### src/rtl/arith_seq_pkg.sv
// Shared state encoding and default widths for the arithmetic sequencer.
package arith_seq_pkg;

  localparam int DEF_DATA_WIDTH = 32;
  localparam int DEF_ADDR_WIDTH = 11;
  localparam int CYCLES_WIDTH   = 32;

  typedef enum logic [1:0] {
    ST_IDLE  = 2'd0,
    ST_READ  = 2'd1,
    ST_DRAIN = 2'd2,
    ST_DONE  = 2'd3
  } state_t;

endpackage

### src/rtl/arith_sequencer_if.sv
// Operand RAM read port, operator issue/return and result RAM write port.
interface arith_sequencer_if
  import arith_seq_pkg::*;
#(
  parameter int DATA_WIDTH = DEF_DATA_WIDTH,
  parameter int ADDR_WIDTH = DEF_ADDR_WIDTH
);

  // Valid-only streams, no back-pressure: opnd_valid qualifies opnd_a/opnd_b for
  // one cycle and must be taken; res_valid qualifies res for one cycle, results in
  // issue order; we_res qualifies addr_res/data_res; q_x/q_y follow addr_op by one cycle.
  logic [ADDR_WIDTH-1:0] addr_op;
  logic [DATA_WIDTH-1:0] q_x;
  logic [DATA_WIDTH-1:0] q_y;
  logic                  opnd_valid;
  logic [DATA_WIDTH-1:0] opnd_a;
  logic [DATA_WIDTH-1:0] opnd_b;
  logic                  res_valid;
  logic [DATA_WIDTH-1:0] res;
  logic [ADDR_WIDTH-1:0] addr_res;
  logic                  we_res;
  logic [DATA_WIDTH-1:0] data_res;

  modport master (
    output addr_op, opnd_valid, opnd_a, opnd_b, addr_res, we_res, data_res,
    input  q_x, q_y, res_valid, res
  );

  modport slave (
    input  addr_op, opnd_valid, opnd_a, opnd_b, addr_res, we_res, data_res,
    output q_x, q_y, res_valid, res
  );

endinterface

### src/rtl/seq_counter.sv
// Loadable up-counter that sticks at all-ones instead of wrapping.
module seq_counter #(
  parameter int WIDTH = 8
) (
  input  logic             clk,
  input  logic             rst,
  input  logic             load,
  input  logic [WIDTH-1:0] load_val,
  input  logic             en,
  output logic [WIDTH-1:0] count
);

  always_ff @(posedge clk) begin
    if (rst) begin
      count <= '0;
    end else if (load) begin
      count <= load_val;
    end else if (en && (count != {WIDTH{1'b1}})) begin
      count <= count + WIDTH'(1);
    end
  end

endmodule

### src/rtl/arith_sequencer.sv
// Streams X/Y operand words through an external operator and writes the
// in-order results back to the result RAM, counting the cycles of each run.
module arith_sequencer
  import arith_seq_pkg::*;
#(
  parameter int DATA_WIDTH = DEF_DATA_WIDTH,
  parameter int ADDR_WIDTH = DEF_ADDR_WIDTH
) (
  input  logic                    ram_clock,
  input  logic                    reset,
  input  logic                    start,
  input  logic [ADDR_WIDTH:0]     length,
  output logic                    busy,
  output logic                    done,
  output logic [CYCLES_WIDTH-1:0] cycles,
  output logic                    err_extra,
  output state_t                  state_dbg,
  arith_sequencer_if.master       bus
);

  // One extra bit so a full 2^ADDR_WIDTH run can be counted without wrapping.
  localparam int CW = ADDR_WIDTH + 1;

  state_t                state, state_n;
  logic [CW-1:0]         len_q, rd_cnt, wr_cnt;
  logic                  go_run, go_zero, rd_en, wr_acc, wr_last, extra, active;
  logic                  opnd_valid_q, we_res_q;
  logic [ADDR_WIDTH-1:0] addr_res_q;
  logic [DATA_WIDTH-1:0] data_res_q;

  always_comb begin
    state_n = state;
    go_run  = 1'b0;
    go_zero = 1'b0;
    rd_en   = 1'b0;
    active  = (state == ST_READ) || (state == ST_DRAIN);
    wr_acc  = bus.res_valid && active && (wr_cnt < len_q);
    wr_last = wr_acc && (wr_cnt == len_q - CW'(1));
    extra   = bus.res_valid && !wr_acc;
    case (state)
      ST_IDLE, ST_DONE: begin
        if (start && (length != '0)) begin
          go_run  = 1'b1;
          state_n = ST_READ;
        end else if (start) begin
          go_zero = 1'b1;
          state_n = ST_DONE;
        end
      end
      ST_READ: begin
        rd_en = (rd_cnt != len_q - CW'(1));
        if (wr_last)     state_n = ST_DONE;
        else if (!rd_en) state_n = ST_DRAIN;
      end
      ST_DRAIN: begin
        if (wr_last) state_n = ST_DONE;
      end
      default: state_n = ST_IDLE;
    endcase
  end

  always_ff @(posedge ram_clock) begin
    if (reset) state <= ST_IDLE;
    else       state <= state_n;
  end

  seq_counter #(.WIDTH(CW)) u_rd_cnt (
    .clk(ram_clock), .rst(reset), .load(go_run), .load_val('0), .en(rd_en), .count(rd_cnt)
  );

  seq_counter #(.WIDTH(CW)) u_wr_cnt (
    .clk(ram_clock), .rst(reset), .load(go_run), .load_val('0), .en(wr_acc), .count(wr_cnt)
  );

  seq_counter #(.WIDTH(CYCLES_WIDTH)) u_cycles (
    .clk(ram_clock), .rst(reset), .load(go_run || go_zero), .load_val('0), .en(active),
    .count(cycles)
  );

  always_ff @(posedge ram_clock) begin
    if (reset) begin
      len_q        <= '0;
      busy         <= 1'b0;
      done         <= 1'b0;
      err_extra    <= 1'b0;
      opnd_valid_q <= 1'b0;
      we_res_q     <= 1'b0;
      addr_res_q   <= '0;
      data_res_q   <= '0;
    end else begin
      busy         <= (state_n == ST_READ) || (state_n == ST_DRAIN);
      done         <= (state_n == ST_DONE);
      opnd_valid_q <= (state == ST_READ);
      we_res_q     <= wr_acc;
      if (wr_acc) begin
        addr_res_q <= wr_cnt[ADDR_WIDTH-1:0];
        data_res_q <= bus.res;
      end
      if (go_run) len_q <= length;
      if (extra)       err_extra <= 1'b1;
      else if (go_run) err_extra <= 1'b0;
    end
  end

  // The RAM output registers already hold the operands, so they pass straight through.
  assign bus.addr_op    = rd_cnt[ADDR_WIDTH-1:0];
  assign bus.opnd_valid = opnd_valid_q;
  assign bus.opnd_a     = bus.q_x;
  assign bus.opnd_b     = bus.q_y;
  assign bus.we_res     = we_res_q;
  assign bus.addr_res   = addr_res_q;
  assign bus.data_res   = data_res_q;
  assign state_dbg      = state;

endmodule

### src/flat_wrapper.sv
// flat-port wrapper written by rule: the top's interface ports become plain ports
module arith_sequencer_flat import arith_seq_pkg::*;
#(
  parameter int DATA_WIDTH = DEF_DATA_WIDTH,
  parameter int ADDR_WIDTH = DEF_ADDR_WIDTH
)
  (ram_clock, reset, start, length, busy, done, cycles, err_extra, state_dbg, bus_addr_op, bus_opnd_valid, bus_opnd_a, bus_opnd_b, bus_addr_res, bus_we_res, bus_data_res, bus_q_x, bus_q_y, bus_res_valid, bus_res);
  arith_sequencer_if #(.DATA_WIDTH(DATA_WIDTH), .ADDR_WIDTH(ADDR_WIDTH)) bus_i ();
  input  logic ram_clock;
  input  logic reset;
  input  logic start;
  input  logic [ADDR_WIDTH:0] length;
  output logic busy;
  output logic done;
  output logic [CYCLES_WIDTH-1:0] cycles;
  output logic err_extra;
  output state_t state_dbg;
  output wire logic [$bits(bus_i.addr_op)-1:0] bus_addr_op;
  output wire logic [$bits(bus_i.opnd_valid)-1:0] bus_opnd_valid;
  output wire logic [$bits(bus_i.opnd_a)-1:0] bus_opnd_a;
  output wire logic [$bits(bus_i.opnd_b)-1:0] bus_opnd_b;
  output wire logic [$bits(bus_i.addr_res)-1:0] bus_addr_res;
  output wire logic [$bits(bus_i.we_res)-1:0] bus_we_res;
  output wire logic [$bits(bus_i.data_res)-1:0] bus_data_res;
  input wire logic [$bits(bus_i.q_x)-1:0] bus_q_x;
  input wire logic [$bits(bus_i.q_y)-1:0] bus_q_y;
  input wire logic [$bits(bus_i.res_valid)-1:0] bus_res_valid;
  input wire logic [$bits(bus_i.res)-1:0] bus_res;
  assign bus_addr_op = bus_i.addr_op;
  assign bus_opnd_valid = bus_i.opnd_valid;
  assign bus_opnd_a = bus_i.opnd_a;
  assign bus_opnd_b = bus_i.opnd_b;
  assign bus_addr_res = bus_i.addr_res;
  assign bus_we_res = bus_i.we_res;
  assign bus_data_res = bus_i.data_res;
  assign bus_i.q_x = bus_q_x;
  assign bus_i.q_y = bus_q_y;
  assign bus_i.res_valid = bus_res_valid;
  assign bus_i.res = bus_res;
  arith_sequencer #(.DATA_WIDTH(DATA_WIDTH), .ADDR_WIDTH(ADDR_WIDTH)) u_core (.ram_clock(ram_clock), .reset(reset), .start(start), .length(length), .busy(busy), .done(done), .cycles(cycles), .err_extra(err_extra), .state_dbg(state_dbg), .bus(bus_i));
endmodule
### config.mk
export PLATFORM = sky130hd
export DESIGN_NAME = arith_sequencer_flat
export DESIGN_NICKNAME = d
export VERILOG_FILES = /design/src/rtl/arith_seq_pkg.sv /design/src/rtl/arith_sequencer_if.sv /design/src/rtl/seq_counter.sv /design/src/rtl/arith_sequencer.sv /design/src/flat_wrapper.sv
export SDC_FILE = /design/constraint.sdc
export NUM_CORES = 1
export LEC_CHECK = 0
export BUFFER_PORTS_ARGS = -buffer_cell sky130_fd_sc_hd__buf_4
export CORE_MARGIN = 4
export CORE_UTILIZATION = 45
export CTS_CLUSTER_DIAMETER = 30
export DETAILED_ROUTE_END_ITERATION = 10
export PLACE_DENSITY = 0.74
export SETUP_SLACK_MARGIN = 0.2
export SLEW_MARGIN = 20
export SYNTH_ARGS = -nofsm -noshare
export SYNTH_HDL_FRONTEND = slang
export SYNTH_HIERARCHICAL = 1
export SYNTH_SLANG_ARGS = --single-unit
### constraint.sdc
create_clock -name ram_clock -period 4 [get_ports ram_clock]
set_input_delay 0 -clock ram_clock [delete_from_list [all_inputs] [get_ports ram_clock]]
set_output_delay 0 -clock ram_clock [all_outputs]
set_load 0.02 [all_outputs]
==> impl_results.md <==
- Max-Cap Viols: 0
- Sequential share of the synthesized area: 31.7%
- GRT met3 Usage: 4.89%
- Initial antenna violation count: 0
- Final Power: about 3.6 mW
- Startpoint types: register
- Cts hold-fix bufs: 45
- Post-synth ARST share: 0%
- CTS resizes: 0
- Hold Fails Final Rpt: 0
- Number of global-route vias before repair: around 6.5k
- Global route overflow: 0
- Routing usage on met1: 27.3%
- Worst vdd ir: 299 uV
- Die H: 137 microns
- Unrepaired setup endpoints after global routing: no
- R2R depth: 11
- Top FF cell, synth: dfxtp_1
- Critical setup path kind: reg -> reg
- Layer with the highest usage: met2
- Die area: ~19000 sq um
- Pin count of the biggest net entering global routing: 59
- Final Cycle Share: 86.5%
- Vias per inst: between 5 and 6
- Worst-path fanout max: 6
- IO Pins: 269
- Cts bufs inserted: 17
- GPL Wtd Cong: 0.909
- Final wirelength: 20100 microns
- Initial Utilization: 46.4%
- WP data arrival: around 3.8 ns
- Least-Margin Pin Slew: 0.763 ns
- Max Buffers Root-to-Sink: 2
- Chip width: 137 microns
- Share of cells above drive strength 1: 21.2%
- Vias: 6923
- Global-route wire length before repair: 32000 microns
- Synth Register Bits: 118
- Final Max Slew Viols: 0
- CTS sink cnt: 118
- Routing usage on met2: 34.0%
- Leakage: about 3.7 nW
- Hold Crit Depth: 0
- DP Wirelength: roughly 14000 microns
- Max incr delay on CP: 0.47 ns
- Reg2Reg Setup Slack: between 0.5 and 0.6 ns
- TritonRoute pass-1 iters: 5
- Max H-tree Level: 4
- Crit end category: register
- Skew-Pair Late Insertion Delay: 0.41 ns
- Largest delay share family, worst path: simple AND/OR/NAND/NOR gates
- Post-Synthesis Cell Area: roughly 7400 sq um
- Setup TNS Final: 0 ns
- Post-synth EDFFs: 0
- Detail Route Antenna Nets: 0
- Crit path depth: 11
- Setup violators final: 0
- Gr usage total: 21.1%
- Core area: 16100 sq um
- DR WL/cell: 16.0 microns
- Min-delay worst type: in -> out
- Post-CTS Setup Inserts: 0
- WP buf/inv: 1
- Worst Path Required: 4.31 ns
- PwrDens: around 380 nW/um^2
- IO Port Bufs: 140
- Min Tclk post-route: 3.46 ns
- Max Clock Skew: 0.0100 ns
- Cells after Synth: 871
- CTS clk-pin slew, worst paths: 0.05 ns
- Netlist cell types: 81
- Post-route DRC: 0
- Critical-path top delay cell: nor4_1
- CTS tree: built
- Initial DRC count: 468
- Row count: 46
- Synthesis-to-layout area growth: 26.1%
- Clk root buf: clkbuf_16
- Status: completed
- Crit-path cells: inv_1 > ha_1 > or3b_1 > nor4_1 > xnor3_1 > o221a_2 > a41oi_2 > and2_1 > o31ai_2 > or2_2 > a2111oi_2
- Slew HR: 49.1%
- Leading area contributor after synthesis: dfxtp_1
- Syn Area/Cell: roughly 8.6 sq um
- Synth area leaders: dfxtp_1, buf_4, mux2i_1
- Total Nets Final: 1163
- Yosys warnings: 6
- Max Clock Freq: 0.289 GHz
- Share of the synthesized area in the top cell type: 31.7%
[where the power goes]
group | internal, mW | leakage (nW) | switching (mW)
logic | 0.360 | 2.43 | 0.412
registers | 1.26 | 0.968 | 0.123
clock network | 0.900 | 0.270 | 0.503
total | 2.51 | 3.67 | 1.04
[final timing paths]
kind                                         startpoint                  endpoint
worst max-delay path                    u_core/len_q[0]  u_core/u_rd_cnt/count[4]
worst min-delay path                        bus_q_x[13]            bus_opnd_a[13]
worst max register to register          u_core/len_q[0]  u_core/u_rd_cnt/count[4]
worst min register to register  u_core/bus.data_res[16]   u_core/bus.data_res[16]
[layer usage]
layer  share of wire [%]  up-vias
met5                   0        -
met4                 2.4        0
met3                 7.3       33
met2                  46      262
met1                  44     3234
li1                    -     3394
[final cells by class]
class                   instances  area, sq um
diodes                          1         2.50
flip-flops and latches        118         2360
clock inverters                 5         50.0
well taps                     216          270
clock buffers                  23          488
inverters                      48          180
repair buffers                196         1580
fillers                      1419         6660
multi-input cells             651         4460
[synth_stat cells, types with 5 or more instances]
master     count
a2111oi_0      7
a2111oi_2      8
a211oi_1      24
a21oi_1       29
a311oi_1      10
a31oi_1       11
and2_1         6
and3_1        14
and4_1        24
buf_2          5
buf_4         64
clkbuf_1      35
dfxtp_1      118
ha_1          19
inv_1         45
mux2i_1       47
nand2_1       30
nand3_1       23
nand4_1       20
nor2_1       118
nor2b_1        7
nor3_1        23
nor4_1        14
o21ai_0       16
o31ai_2        5
or2_2          6
or3_1         12
xnor2_1       29
xor2_1         8
[cell families (layout without fill, tap and decap cells)]
logic type      after synthesis  in the layout  share of synthesized area [%]
compound gates              164            164                           18.1
xor+xnor                     39             39                           4.96
simple gates                325            325                           24.1
buf+inv                     157            272                           11.4
mux                          48             48                           6.47
fa+ha+maj                    19             19                           3.19
flops                       118            118                           31.7
other cells                   1             57                         0.0504
[metrics by stage]
stage / instance area, sq um / setup slack (ns) / hold WS (ns) / std cells / utilization [%]
floorplan: 7650 / 0.605 / 0.0790 / 926 / -
finish: 9390 / 0.541 / 0.00000707 / 1258 / 58.5
global route: 9390 / 0.320 / 0.0000292 / 1257 / 58.5
detailed placement: 8400 / 0.590 / 0.000137 / 1184 / 52.3
global placement: 8400 / 0.647 / 0.000137 / 1184 / 52.3
CTS: 9390 / 0.563 / 0.000137 / 1257 / 58.5
[cells in the final DEF (no fill, tap or decap), types with 10 or more instances in the layout]
master         synthesis  routed
inv_1                 45      45
a211oi_1              24      24
ha_1                  19      19
xnor2_1               29      29
a21oi_1               29      29
and4_1                24      23
mux2i_1               47      47
a31oi_1               11      10
and3_1                14      14
dfxtp_1              118     118
buf_4                 64     151
nor2_1               118     118
clkbuf_16              0      17
nand4_1               20      20
or3_1                 12      12
conb_1                 1      56
dlygate4sd3_1          0      45
o21ai_0               16      16
nand3_1               23      23
nand2_1               30      30
nor3_1                23      23
nor4_1                14      14
a311oi_1              10      10
[registers in the layout, summed over array words and instances (netlist names)]
signal / cells
u_core/u_rd_cnt/count: 12
u_core/len_q: 12
u_core/bus.data_res: 32
u_core/bus.we_res: 1
u_core/busy: 1
u_core/err_extra: 1
u_core/bus.addr_res: 11
u_core/state_dbg: 2
u_core/u_wr_cnt/count: 12
u_core/bus.opnd_valid: 1
u_core/done: 1
u_core/u_cycles/count: 32
(Power assumes the default switching activity.)
